===== config.mk =====
export PLATFORM = sky130hd
export DESIGN_NAME = hazard_ctrl_flat
export DESIGN_NICKNAME = d
export VERILOG_FILES = /design/src/rtl/hazard_ctrl_if.sv /design/src/rtl/hazard_ctrl.sv /design/src/flat_wrapper.sv
export SDC_FILE = /design/constraint.sdc
export NUM_CORES = 1
export LEC_CHECK = 0
export CORE_MARGIN = 8
export CORE_UTILIZATION = 30
export CTS_CLUSTER_DIAMETER = 120
export CTS_CLUSTER_SIZE = 8
export DETAILED_ROUTE_END_ITERATION = 10
export DONT_BUFFER_PORTS = 1
export GPL_ROUTABILITY_DRIVEN = 0
export SLEW_MARGIN = 20
export SYNTH_ARGS = -nofsm -noshare
export SYNTH_HDL_FRONTEND = slang
export SYNTH_SLANG_ARGS = --single-unit

===== constraint.sdc =====
create_clock -name clk -period 1.9 [get_ports clk]
set_input_delay 0.38 -clock clk [delete_from_list [all_inputs] [get_ports clk]]
set_output_delay 0.38 -clock clk [all_outputs]
set_load 0.02 [all_outputs]

===== src/rtl/hazard_ctrl_if.sv =====
// Signal bundle between the pipeline datapath and hazard_ctrl.
// master = pipeline side (drives hazard inputs), slave = hazard_ctrl.
interface hazard_ctrl_if;
    logic [2:0]  id_rs;
    logic [2:0]  id_rt;
    logic        id_use_rs;
    logic        id_use_rt;
    logic [2:0]  ex_rs;
    logic [2:0]  ex_rt;
    logic [2:0]  ex_rd;
    logic        ex_regwrite;
    logic        ex_memread;
    logic        ex_multicycle;
    logic        mem_regwrite;
    logic [2:0]  mem_rd;
    logic        wb_regwrite;
    logic [2:0]  wb_rd;
    logic        branch_taken;

    logic        pc_write;
    logic        ifid_write;
    logic        ifid_flush;
    logic        idex_write;
    logic        idex_bubble;
    logic [1:0]  fwd_a;
    logic [1:0]  fwd_b;
    logic        busy;
    logic [15:0] stall_count;
    logic        dbg_state;

    modport master (
        output id_rs, id_rt, id_use_rs, id_use_rt, ex_rs, ex_rt, ex_rd,
               ex_regwrite, ex_memread, ex_multicycle, mem_regwrite, mem_rd,
               wb_regwrite, wb_rd, branch_taken,
        input  pc_write, ifid_write, ifid_flush, idex_write, idex_bubble,
               fwd_a, fwd_b, busy, stall_count, dbg_state
    );

    modport slave (
        input  id_rs, id_rt, id_use_rs, id_use_rt, ex_rs, ex_rt, ex_rd,
               ex_regwrite, ex_memread, ex_multicycle, mem_regwrite, mem_rd,
               wb_regwrite, wb_rd, branch_taken,
        output pc_write, ifid_write, ifid_flush, idex_write, idex_bubble,
               fwd_a, fwd_b, busy, stall_count, dbg_state
    );
endinterface


===== src/rtl/hazard_ctrl.sv =====
// ID/EX hazard controller: load-use / RAW stalls, multi-cycle EX hold, branch flush,
// EX operand forwarding (macro HAZARD_FWD_EN) and a saturating stall counter.
module hazard_ctrl #(
    parameter int MC_CYCLES = 4,
    parameter int CNT_W     = 4
) (
    input logic          clk,
    input logic          rst_n,
    hazard_ctrl_if.slave hz
);
    typedef enum logic {
        RUN     = 1'b0,
        MC_WAIT = 1'b1
    } state_t;

    localparam logic [CNT_W-1:0] CNT_LOAD = CNT_W'(MC_CYCLES - 1);
    localparam logic [CNT_W-1:0] CNT_ONE  = CNT_W'(1);

    state_t           state_q, state_d;
    logic [CNT_W-1:0] cnt_q, cnt_d;
    logic [15:0]      stall_count_q, stall_count_d;

    logic lu, raw, mc, mchold, branch_run;
    logic pc_write_c, ifid_write_c, ifid_flush_c, idex_write_c, idex_bubble_c;
    logic [1:0] fwd_a_c, fwd_b_c;

    function automatic logic reads_reg(input logic [2:0] r, input logic [2:0] rs,
                                       input logic [2:0] rt, input logic use_rs,
                                       input logic use_rt);
        return (use_rs && (rs == r)) || (use_rt && (rt == r));
    endfunction

    function automatic logic [1:0] fwd_sel(input logic [2:0] src, input logic mem_we,
                                           input logic [2:0] mem_rd, input logic wb_we,
                                           input logic [2:0] wb_rd);
        if (mem_we && (mem_rd == src)) return 2'b10;
        if (wb_we && (wb_rd == src))   return 2'b01;
        return 2'b00;
    endfunction

    assign lu = hz.ex_memread &&
                reads_reg(hz.ex_rd, hz.id_rs, hz.id_rt, hz.id_use_rs, hz.id_use_rt);

`ifdef HAZARD_FWD_EN
    logic unused_sigs;
    assign unused_sigs = hz.ex_regwrite;
    assign raw     = 1'b0;
    assign fwd_a_c = fwd_sel(hz.ex_rs, hz.mem_regwrite, hz.mem_rd, hz.wb_regwrite, hz.wb_rd);
    assign fwd_b_c = fwd_sel(hz.ex_rt, hz.mem_regwrite, hz.mem_rd, hz.wb_regwrite, hz.wb_rd);
`else
    // Register file is write-first, so a WB-stage producer never needs a stall.
    logic unused_sigs;
    assign unused_sigs = ^{hz.ex_rs, hz.ex_rt, hz.wb_regwrite, hz.wb_rd};
    assign raw = (hz.ex_regwrite &&
                  reads_reg(hz.ex_rd, hz.id_rs, hz.id_rt, hz.id_use_rs, hz.id_use_rt)) ||
                 (hz.mem_regwrite &&
                  reads_reg(hz.mem_rd, hz.id_rs, hz.id_rt, hz.id_use_rs, hz.id_use_rt));
    assign fwd_a_c = 2'b00;
    assign fwd_b_c = 2'b00;
`endif

    assign mc         = (state_q == RUN) && hz.ex_multicycle;
    assign mchold     = (state_q == MC_WAIT) && (cnt_q != CNT_ONE);
    assign branch_run = (state_q == RUN) && hz.branch_taken;

    always_comb begin
        state_d       = state_q;
        cnt_d         = cnt_q;
        pc_write_c    = 1'b1;
        ifid_write_c  = 1'b1;
        ifid_flush_c  = 1'b0;
        idex_write_c  = 1'b1;
        idex_bubble_c = 1'b0;

        if (branch_run) begin
            ifid_flush_c  = 1'b1;
            idex_bubble_c = 1'b1;
        end else if (mc || mchold) begin
            pc_write_c   = 1'b0;
            ifid_write_c = 1'b0;
            idex_write_c = 1'b0;
        end else if (lu || raw) begin
            pc_write_c    = 1'b0;
            ifid_write_c  = 1'b0;
            idex_bubble_c = 1'b1;
        end

        // The release cycle (cnt==1) is already a non-stall cycle; RUN takes over next edge.
        if (mc) begin
            state_d = MC_WAIT;
            cnt_d   = CNT_LOAD;
        end else if (state_q == MC_WAIT) begin
            cnt_d = cnt_q - CNT_ONE;
            if (cnt_q == CNT_ONE) state_d = RUN;
        end

        stall_count_d = stall_count_q;
        if (!pc_write_c && (stall_count_q != 16'hFFFF))
            stall_count_d = stall_count_q + 16'd1;
    end

    always_ff @(posedge clk or negedge rst_n) begin
        if (!rst_n) begin
            state_q       <= RUN;
            cnt_q         <= '0;
            stall_count_q <= '0;
        end else begin
            state_q       <= state_d;
            cnt_q         <= cnt_d;
            stall_count_q <= stall_count_d;
        end
    end

    // While reset is held the pipeline is filled with NOPs.
    assign hz.pc_write    = rst_n ? pc_write_c    : 1'b0;
    assign hz.ifid_write  = rst_n ? ifid_write_c  : 1'b0;
    assign hz.ifid_flush  = rst_n ? ifid_flush_c  : 1'b1;
    assign hz.idex_write  = rst_n ? idex_write_c  : 1'b1;
    assign hz.idex_bubble = rst_n ? idex_bubble_c : 1'b1;
    assign hz.fwd_a       = rst_n ? fwd_a_c       : 2'b00;
    assign hz.fwd_b       = rst_n ? fwd_b_c       : 2'b00;
    assign hz.busy        = rst_n && (state_q == MC_WAIT);
    assign hz.stall_count = stall_count_q;
    assign hz.dbg_state   = state_q;
endmodule


===== src/flat_wrapper.sv =====
// flat-port wrapper written by rule: the top's interface ports become plain ports
module hazard_ctrl_flat 
#(
    parameter int MC_CYCLES = 4,
    parameter int CNT_W     = 4
)
  (clk, rst_n, hz_id_rs, hz_id_rt, hz_id_use_rs, hz_id_use_rt, hz_ex_rs, hz_ex_rt, hz_ex_rd, hz_ex_regwrite, hz_ex_memread, hz_ex_multicycle, hz_mem_regwrite, hz_mem_rd, hz_wb_regwrite, hz_wb_rd, hz_branch_taken, hz_pc_write, hz_ifid_write, hz_ifid_flush, hz_idex_write, hz_idex_bubble, hz_fwd_a, hz_fwd_b, hz_busy, hz_stall_count, hz_dbg_state);
  hazard_ctrl_if hz_i ();
  input logic clk;
  input logic rst_n;
  input wire logic [$bits(hz_i.id_rs)-1:0] hz_id_rs;
  input wire logic [$bits(hz_i.id_rt)-1:0] hz_id_rt;
  input wire logic [$bits(hz_i.id_use_rs)-1:0] hz_id_use_rs;
  input wire logic [$bits(hz_i.id_use_rt)-1:0] hz_id_use_rt;
  input wire logic [$bits(hz_i.ex_rs)-1:0] hz_ex_rs;
  input wire logic [$bits(hz_i.ex_rt)-1:0] hz_ex_rt;
  input wire logic [$bits(hz_i.ex_rd)-1:0] hz_ex_rd;
  input wire logic [$bits(hz_i.ex_regwrite)-1:0] hz_ex_regwrite;
  input wire logic [$bits(hz_i.ex_memread)-1:0] hz_ex_memread;
  input wire logic [$bits(hz_i.ex_multicycle)-1:0] hz_ex_multicycle;
  input wire logic [$bits(hz_i.mem_regwrite)-1:0] hz_mem_regwrite;
  input wire logic [$bits(hz_i.mem_rd)-1:0] hz_mem_rd;
  input wire logic [$bits(hz_i.wb_regwrite)-1:0] hz_wb_regwrite;
  input wire logic [$bits(hz_i.wb_rd)-1:0] hz_wb_rd;
  input wire logic [$bits(hz_i.branch_taken)-1:0] hz_branch_taken;
  output wire logic [$bits(hz_i.pc_write)-1:0] hz_pc_write;
  output wire logic [$bits(hz_i.ifid_write)-1:0] hz_ifid_write;
  output wire logic [$bits(hz_i.ifid_flush)-1:0] hz_ifid_flush;
  output wire logic [$bits(hz_i.idex_write)-1:0] hz_idex_write;
  output wire logic [$bits(hz_i.idex_bubble)-1:0] hz_idex_bubble;
  output wire logic [$bits(hz_i.fwd_a)-1:0] hz_fwd_a;
  output wire logic [$bits(hz_i.fwd_b)-1:0] hz_fwd_b;
  output wire logic [$bits(hz_i.busy)-1:0] hz_busy;
  output wire logic [$bits(hz_i.stall_count)-1:0] hz_stall_count;
  output wire logic [$bits(hz_i.dbg_state)-1:0] hz_dbg_state;
  assign hz_i.id_rs = hz_id_rs;
  assign hz_i.id_rt = hz_id_rt;
  assign hz_i.id_use_rs = hz_id_use_rs;
  assign hz_i.id_use_rt = hz_id_use_rt;
  assign hz_i.ex_rs = hz_ex_rs;
  assign hz_i.ex_rt = hz_ex_rt;
  assign hz_i.ex_rd = hz_ex_rd;
  assign hz_i.ex_regwrite = hz_ex_regwrite;
  assign hz_i.ex_memread = hz_ex_memread;
  assign hz_i.ex_multicycle = hz_ex_multicycle;
  assign hz_i.mem_regwrite = hz_mem_regwrite;
  assign hz_i.mem_rd = hz_mem_rd;
  assign hz_i.wb_regwrite = hz_wb_regwrite;
  assign hz_i.wb_rd = hz_wb_rd;
  assign hz_i.branch_taken = hz_branch_taken;
  assign hz_pc_write = hz_i.pc_write;
  assign hz_ifid_write = hz_i.ifid_write;
  assign hz_ifid_flush = hz_i.ifid_flush;
  assign hz_idex_write = hz_i.idex_write;
  assign hz_idex_bubble = hz_i.idex_bubble;
  assign hz_fwd_a = hz_i.fwd_a;
  assign hz_fwd_b = hz_i.fwd_b;
  assign hz_busy = hz_i.busy;
  assign hz_stall_count = hz_i.stall_count;
  assign hz_dbg_state = hz_i.dbg_state;
  hazard_ctrl #(.MC_CYCLES(MC_CYCLES), .CNT_W(CNT_W)) u_core (.clk(clk), .rst_n(rst_n), .hz(hz_i));
endmodule

==> impl_metrics.json, run 1 <==
{
  "core_area_mm2": 0.00426,
  "critPathMaxFanout": 3,
  "finalInstanceArea_mm2": 0.00170,
  "cts_tree": "done",
  "synth_edf_count": 0,
  "startpoint": "u_core.cnt_q[2]",
  "crit_slowest_cell": "dfrtp_1",
  "synth-seq-area-share_pct": 40.4,
  "die_h_um": 81.9,
  "dr_total_vias": 1018,
  "yosys_warnings": 0,
  "switchingPower_w": 0.00106,
  "htree_levels": 1,
  "hpwl_mm": 2.50,
  "final_cells": 206,
  "placed_cells": 197,
  "skew_ps": 5.37,
  "setup_viol_count_final": 3,
  "synthFlopType": "dfrtp_1",
  "max_cap_violations": 0,
  "grt_max_degree": 22,
  "drc": 0,
  "status": "complete, but fails checks",
  "failed_checks": "setup timing",
  "vdd_drop_max_uv": 459,
  "fin_crit_ps": 1950,
  "p_leak_nw": 0.730,
  "finalSetupTns_ps": -105,
  "grt.total_usage_pct": 9.69,
  "port_buffers": 0,
  "worstPathArrival_ps": 1570,
  "io_pins": 58,
  "swShare_pct": 44.2,
  "avgSynthCellArea_um2": 10.2,
  "max_stage_delay_ps": 390,
  "yosysUniqueCellTypes": 37,
  "p_int_w": 0.00134,
  "rows": 24,
  "pwr-share-comb_pct": 57.8,
  "drtPass1Iterations": 4,
  "r2r_cells": 7,
  "syn_area_mm2": 0.00130,
  "seqCellArea_um2": 528,
  "routed_via_density": 4.94,
  "postPlaceCellArea_mm2": 0.00151,
  "syn_to_final_growth_pct": 31.0,
  "clkPwrFrac_pct": 12.3,
  "n_antenna_cell": 0,
  "grt_setup_unrepaired": "true",
  "cts_buffer_depth": 2,
  "fin_crit_sh_pct": 103,
  "grt_pass1_wl_mm": 5.11,
  "routed_wl_mm": 3.42,
  "fin_util_pct": 40.0,
  "antenna_left": 0,
  "drt_iter0_drc": 45,
  "grt_pass1_vias": 1109,
  "num-fill-cells": 418,
  "nets": 189,
  "crit_chain": "and2b_2 > a31oi_4 > o31ai_4 > buf_12 > and2_4",
  "worst_slack_ps": -50.3,
  "final_max_slew_viol_count": 0,
  "synth_cells": 127,
  "synthArstFlopShare_pct": 100,
  "clk_latency_ps": 260,
  "cp-end-kind": "output pin",
  "reg2reg_from": "u_core.hz.dbg_state",
  "hold_viol_final": 0,
  "seq_power_share_pct": 29.9,
  "clkTransAtPathRegs_ps": 80,
  "hold_class": "input pin to async pin",
  "synth_seq_cells": 21,
  "cp-start-kind": "flop",
  "antenna_found_initial": 0,
  "max_freq_mhz": 513,
  "r2r_end": "u_core.hz.stall_count[1]",
  "cts-root-buf": "clkbuf_8",
  "cts_buffers": 3,
  "critical_path_class": "flop to output pin",
  "clock-sinks": 21,
  "grt_overflow": 0,
  "fp.dieArea_mm2": 0.00670,
  "power_density_mw_per_mm2": 1410,
  "multi_input_area_um2": 841,
  "die_x_um": 81.9,
  "required_ps": 1520,
  "drive_gt1_share_pct": 37.0,
  "wl_per_cell_um": 16.6,
  "rrSetupSlack_ps": 0,
  "hold_ws_ps": 75.2,
  "initial_core_util_pct": 30.5
}
==> through the flow <==
stage / power (W) / worst slack, ps
2_1_floorplan: 0.00156 / -43.6
3_3_place_gp: 0.00188 / 119
3_5_place_dp: 0.00194 / 45.2
4_1_cts: 0.00233 / -117
5_1_grt: 0.00256 / -115
6_report: 0.00240 / -50.3
==> repair_timing <==
item | CTS | global route
gates resized for setup | 6 | 15
pin swaps | 3 | 9
setup endpoints to repair | 3 | 15
setup buffers | 2 | 2
hold endpoints to repair | 21 | 0
gates cloned | 0 | 0
hold buffers | 1 | 0
==> synthesized netlist by cell type, drive strengths merged, types with 2 or more instances <==
master / count / area share, %
dfrtp: 21 / 40
xor2: 15 / 10
xnor2: 12 / 8.1
nand2: 11 / 3.2
buf: 7 / 4.1
nor3: 7 / 2.7
nand3: 6 / 2.3
nand4: 6 / 2.9
nor2: 6 / 2.1
nor4: 5 / 4.5
a21oi: 4 / 1.8
ha: 3 / 2.9
inv: 3 / 0.87
and2: 2 / 0.96
and3: 2 / 0.96
nor3b: 2 / 1.2
or3: 2 / 1.3
==> state kept, by name, summed over array words and instances (netlist names) <==
register,cells
u_core.cnt_q,4
u_core.hz.stall_count,16
u_core.hz.dbg_state,1
==> how the worst max path moves through the flow <==
stage,endpoint,slack [ps],cells after the start
detailed placement,u_core.hz.stall_count[9],50,7
global placement,u_core.hz.stall_count[15],120,7
CTS,hz_ifid_write,-120,5
finish,hz_ifid_write,-50,5
floorplan,hz_pc_write,-40,7
global route,hz_ifid_write,-110,5
==> power groups by stage <==
stage	Sequential, W	Combinational [W]	Clock [W]
after detailed placement	0.000714	0.00122	0
after global placement	0.000704	0.00118	0
after floorplan	0.000893	0.000669	0
after global routing	0.000736	0.00150	0.000328
final	0.000718	0.00139	0.000295
after CTS	0.000710	0.00131	0.000308
==> layout by cell type (no fill, tap or decap), types with 2 or more instances in the layout <==
master / instances
dfrtp_2: 2
inv_1: 2
dfrtp_1: 19
nor2_1: 3
nand3_1: 5
clkbuf_8: 3
nor2_4: 3
nand2_1: 11
xor2_1: 15
xnor2_1: 12
nor3_1: 6
buf_4: 25
a21oi_1: 3
conb_1: 4
nor4_4: 5
nand4_1: 6
==> routing by layer <==
layer  wire length, µm  track usage (%)
met1              1200             8.55
met2              1750             17.9
met3               451             5.80
met4                13             2.98
met5                 0                0
==> cell type report <==
class	instances	share of cell area, %
Clock buffer	3	2.42
Clock inverter	1	0.294
Inverter	3	0.661
Multi-Input combinational cell	99	49.3
Sequential cell	21	31.0
Tap cell	52	3.82
Timing Repair Buffer	27	12.5
==> worst max-delay path, delay by kind of cell, from the launching register on <==
family	cells	cell delay, ps
AND/OR/NAND/NOR	2	450
AO/OA/AOI/OAI	2	330
buffers and inverters	1	140
flip-flops	1	390
==> cell families after synthesis <==
group,after synthesis,synth area share (%)
other,1,0.288
xor gates and xnor gates,27,18.2
muxes,1,0.865
adders and majority gates,3,2.88
and+or+nand+nor,54,25.0
buffers and inverters,10,5.00
AOI/OAI and AO/OA,10,7.40
DFF,21,40.4
(Power assumes the default switching activity.)
==> run 2, diff against run 1 <==
--- a/config.mk
+++ b/config.mk
@@ -16,3 +16,4 @@
 export SYNTH_ARGS = -nofsm -noshare
 export SYNTH_HDL_FRONTEND = slang
 export SYNTH_SLANG_ARGS = --single-unit
+export TNS_END_PERCENT = 50
==> constraint.sdc (replaced) <==
create_clock -name clk -period 2.3 [get_ports clk]
set_input_delay 0.46 -clock clk [delete_from_list [all_inputs] [get_ports clk]]
set_output_delay 0.46 -clock clk [all_outputs]
set_load 0.02 [all_outputs]
==> impl_metrics.json, run 2 (synthesis results as in run 1) <==
{
  "status": "completed",
  "io_pins": 58,
  "rows": 24,
  "rrSetupSlack_ps": 270,
  "fin_crit_sh_pct": 94.9,
  "num-fill-cells": 439,
  "grt_overflow": 0,
  "initial_core_util_pct": 30.5,
  "drt_iter0_drc": 40,
  "hpwl_mm": 2.46,
  "grt_pass1_vias": 1088,
  "critical_path_class": "flop to output pin",
  "n_antenna_cell": 0,
  "hold_class": "input pin to async pin",
  "grt_setup_unrepaired": "false",
  "r2r_cells": 7,
  "cp-start-kind": "flop",
  "max_freq_mhz": 458,
  "worst_slack_ps": 117,
  "fp.dieArea_mm2": 0.00670,
  "cts_buffer_depth": 2,
  "grt_max_degree": 22,
  "antenna_left": 0,
  "final_max_slew_viol_count": 0,
  "layout_commonest_cell": "dfrtp_1",
  "routed_wl_mm": 3.11,
  "r2r_end": "u_core.hz.stall_count[9]",
  "fin_crit_ps": 2180,
  "cp-end-kind": "output pin",
  "clkTransAtPathRegs_ps": 80,
  "pre_cts_ws_ps": 278,
  "antenna_found_initial": 0,
  "reg2reg_from": "u_core.hz.stall_count[1]",
  "routed_via_density": 5.15,
  "syn_to_final_growth_pct": 11.4,
  "die_h_um": 81.9,
  "htree_levels": 1,
  "drtPass1Iterations": 4,
  "clock-sinks": 21,
  "drive_gt1_share_pct": 18.4,
  "die_x_um": 81.9,
  "required_ps": 1840,
  "max_cap_violations": 0,
  "cts_tree": "done",
  "grt_pass1_wl_mm": 4.89,
  "finalSetupTns_ps": 0,
  "skew_ps": 5.88,
  "wl_per_cell_um": 16.5,
  "clk_latency_ps": 260,
  "cts-root-buf": "clkbuf_8",
  "critPathMaxFanout": 5,
  "worstPathArrival_ps": 1720,
  "port_buffers": 0,
  "largest_reg_flops": 16,
  "core_area_mm2": 0.00426,
  "cts_buffers": 3,
  "seqCellArea_um2": 527,
  "multi_input_area_um2": 724,
  "nets": 171,
  "vdd_drop_max_uv": 239,
  "final_cell_mix": "20 x dfrtp_1, 15 x xor2_1, 12 x xnor2_1, 11 x nand2_1",
  "drc": 0,
  "power_density_mw_per_mm2": 1180,
  "p_leak_nw": 0.618,
  "setup_viol_count_final": 0,
  "hold_viol_final": 0,
  "dr_total_vias": 969,
  "grt.total_usage_pct": 9.22
}
==> run 2: changes by cell type in the layout (fill, tap and decap cells not counted), moves of 2 or more <==
cell	delta
nor4_4	-4
nor4_2	+2
ha_1	+2
nor2_2	+2
nor2_4	-3
buf_4	-18
nor4_1	+2
==> run 2: cell type report <==
type,instances,area share [%]
inverter,3,0.777
timing repair buffer,9,5.35
tap,52,4.49
multi-input combinational,99,50.0
sequential,21,36.3
clock buffer,4,3.11
==> run 2: repair_timing <==
item,CTS,global route
endpoints found under the hold margin,21,0
hold buffers,1,0
setup buffers,0,2
resized for setup,0,2
endpoints found under the setup margin,0,2
==> run 2: report_power, final <==
group	internal [W]	switching, W	total (W)	leakage (nW)
combinational	0.000325	0.000426	0.000751	0.337
clock	0.000123	0.000119	0.000242	0.0228
sequential	0.000502	0.000223	0.000725	0.257
total	0.000950	0.000769	0.00172	0.618
==> run 2: worst max-delay path: stages, from the launching register on <==
cell,delay (ps)
dfrtp_1,400
inv_1,90
ha_1,190
a31oi_4,130
o31ai_4,340
and2_4,210
buf_12,120
==> run 2: routing by layer <==
metal	up-vias	wire length [µm]	global-route usage, %
met3	2	432	5.47
met4	0	15	2.63
met5	-	0	0
li1	449	-	-
met2	48	1600	17.0
met1	470	1060	8.30
==> run 2: worst max-delay path by stage <==
stage	startpoint	end	slack (ps)	cells past startpoint
floorplan	u_core.hz.dbg_state	hz_pc_write	50	7
global placement	u_core.hz.stall_count[1]	u_core.hz.stall_count[13]	330	7
detailed placement	u_core.hz.stall_count[1]	u_core.hz.stall_count[9]	280	7
CTS	u_core.hz.dbg_state	hz_ifid_write	20	5
global route	u_core.cnt_q[1]	hz_ifid_write	20	6
finish	u_core.cnt_q[1]	hz_ifid_write	120	6
==> run 2: metrics by stage <==
step	area [µm²]	total power (W)	util, %	hold WS [ps]	std cells
6_report	1450	0.00172	34.0	157	188
5_1_grt	1450	0.00184	34.0	192	188
4_1_cts	1440	0.00170	33.7	378	186
3_5_place_dp	1380	0.00145	32.4	165	181
3_3_place_gp	1380	0.00140	32.4	165	181
2_1_floorplan	1310	0.00126	-	164	130
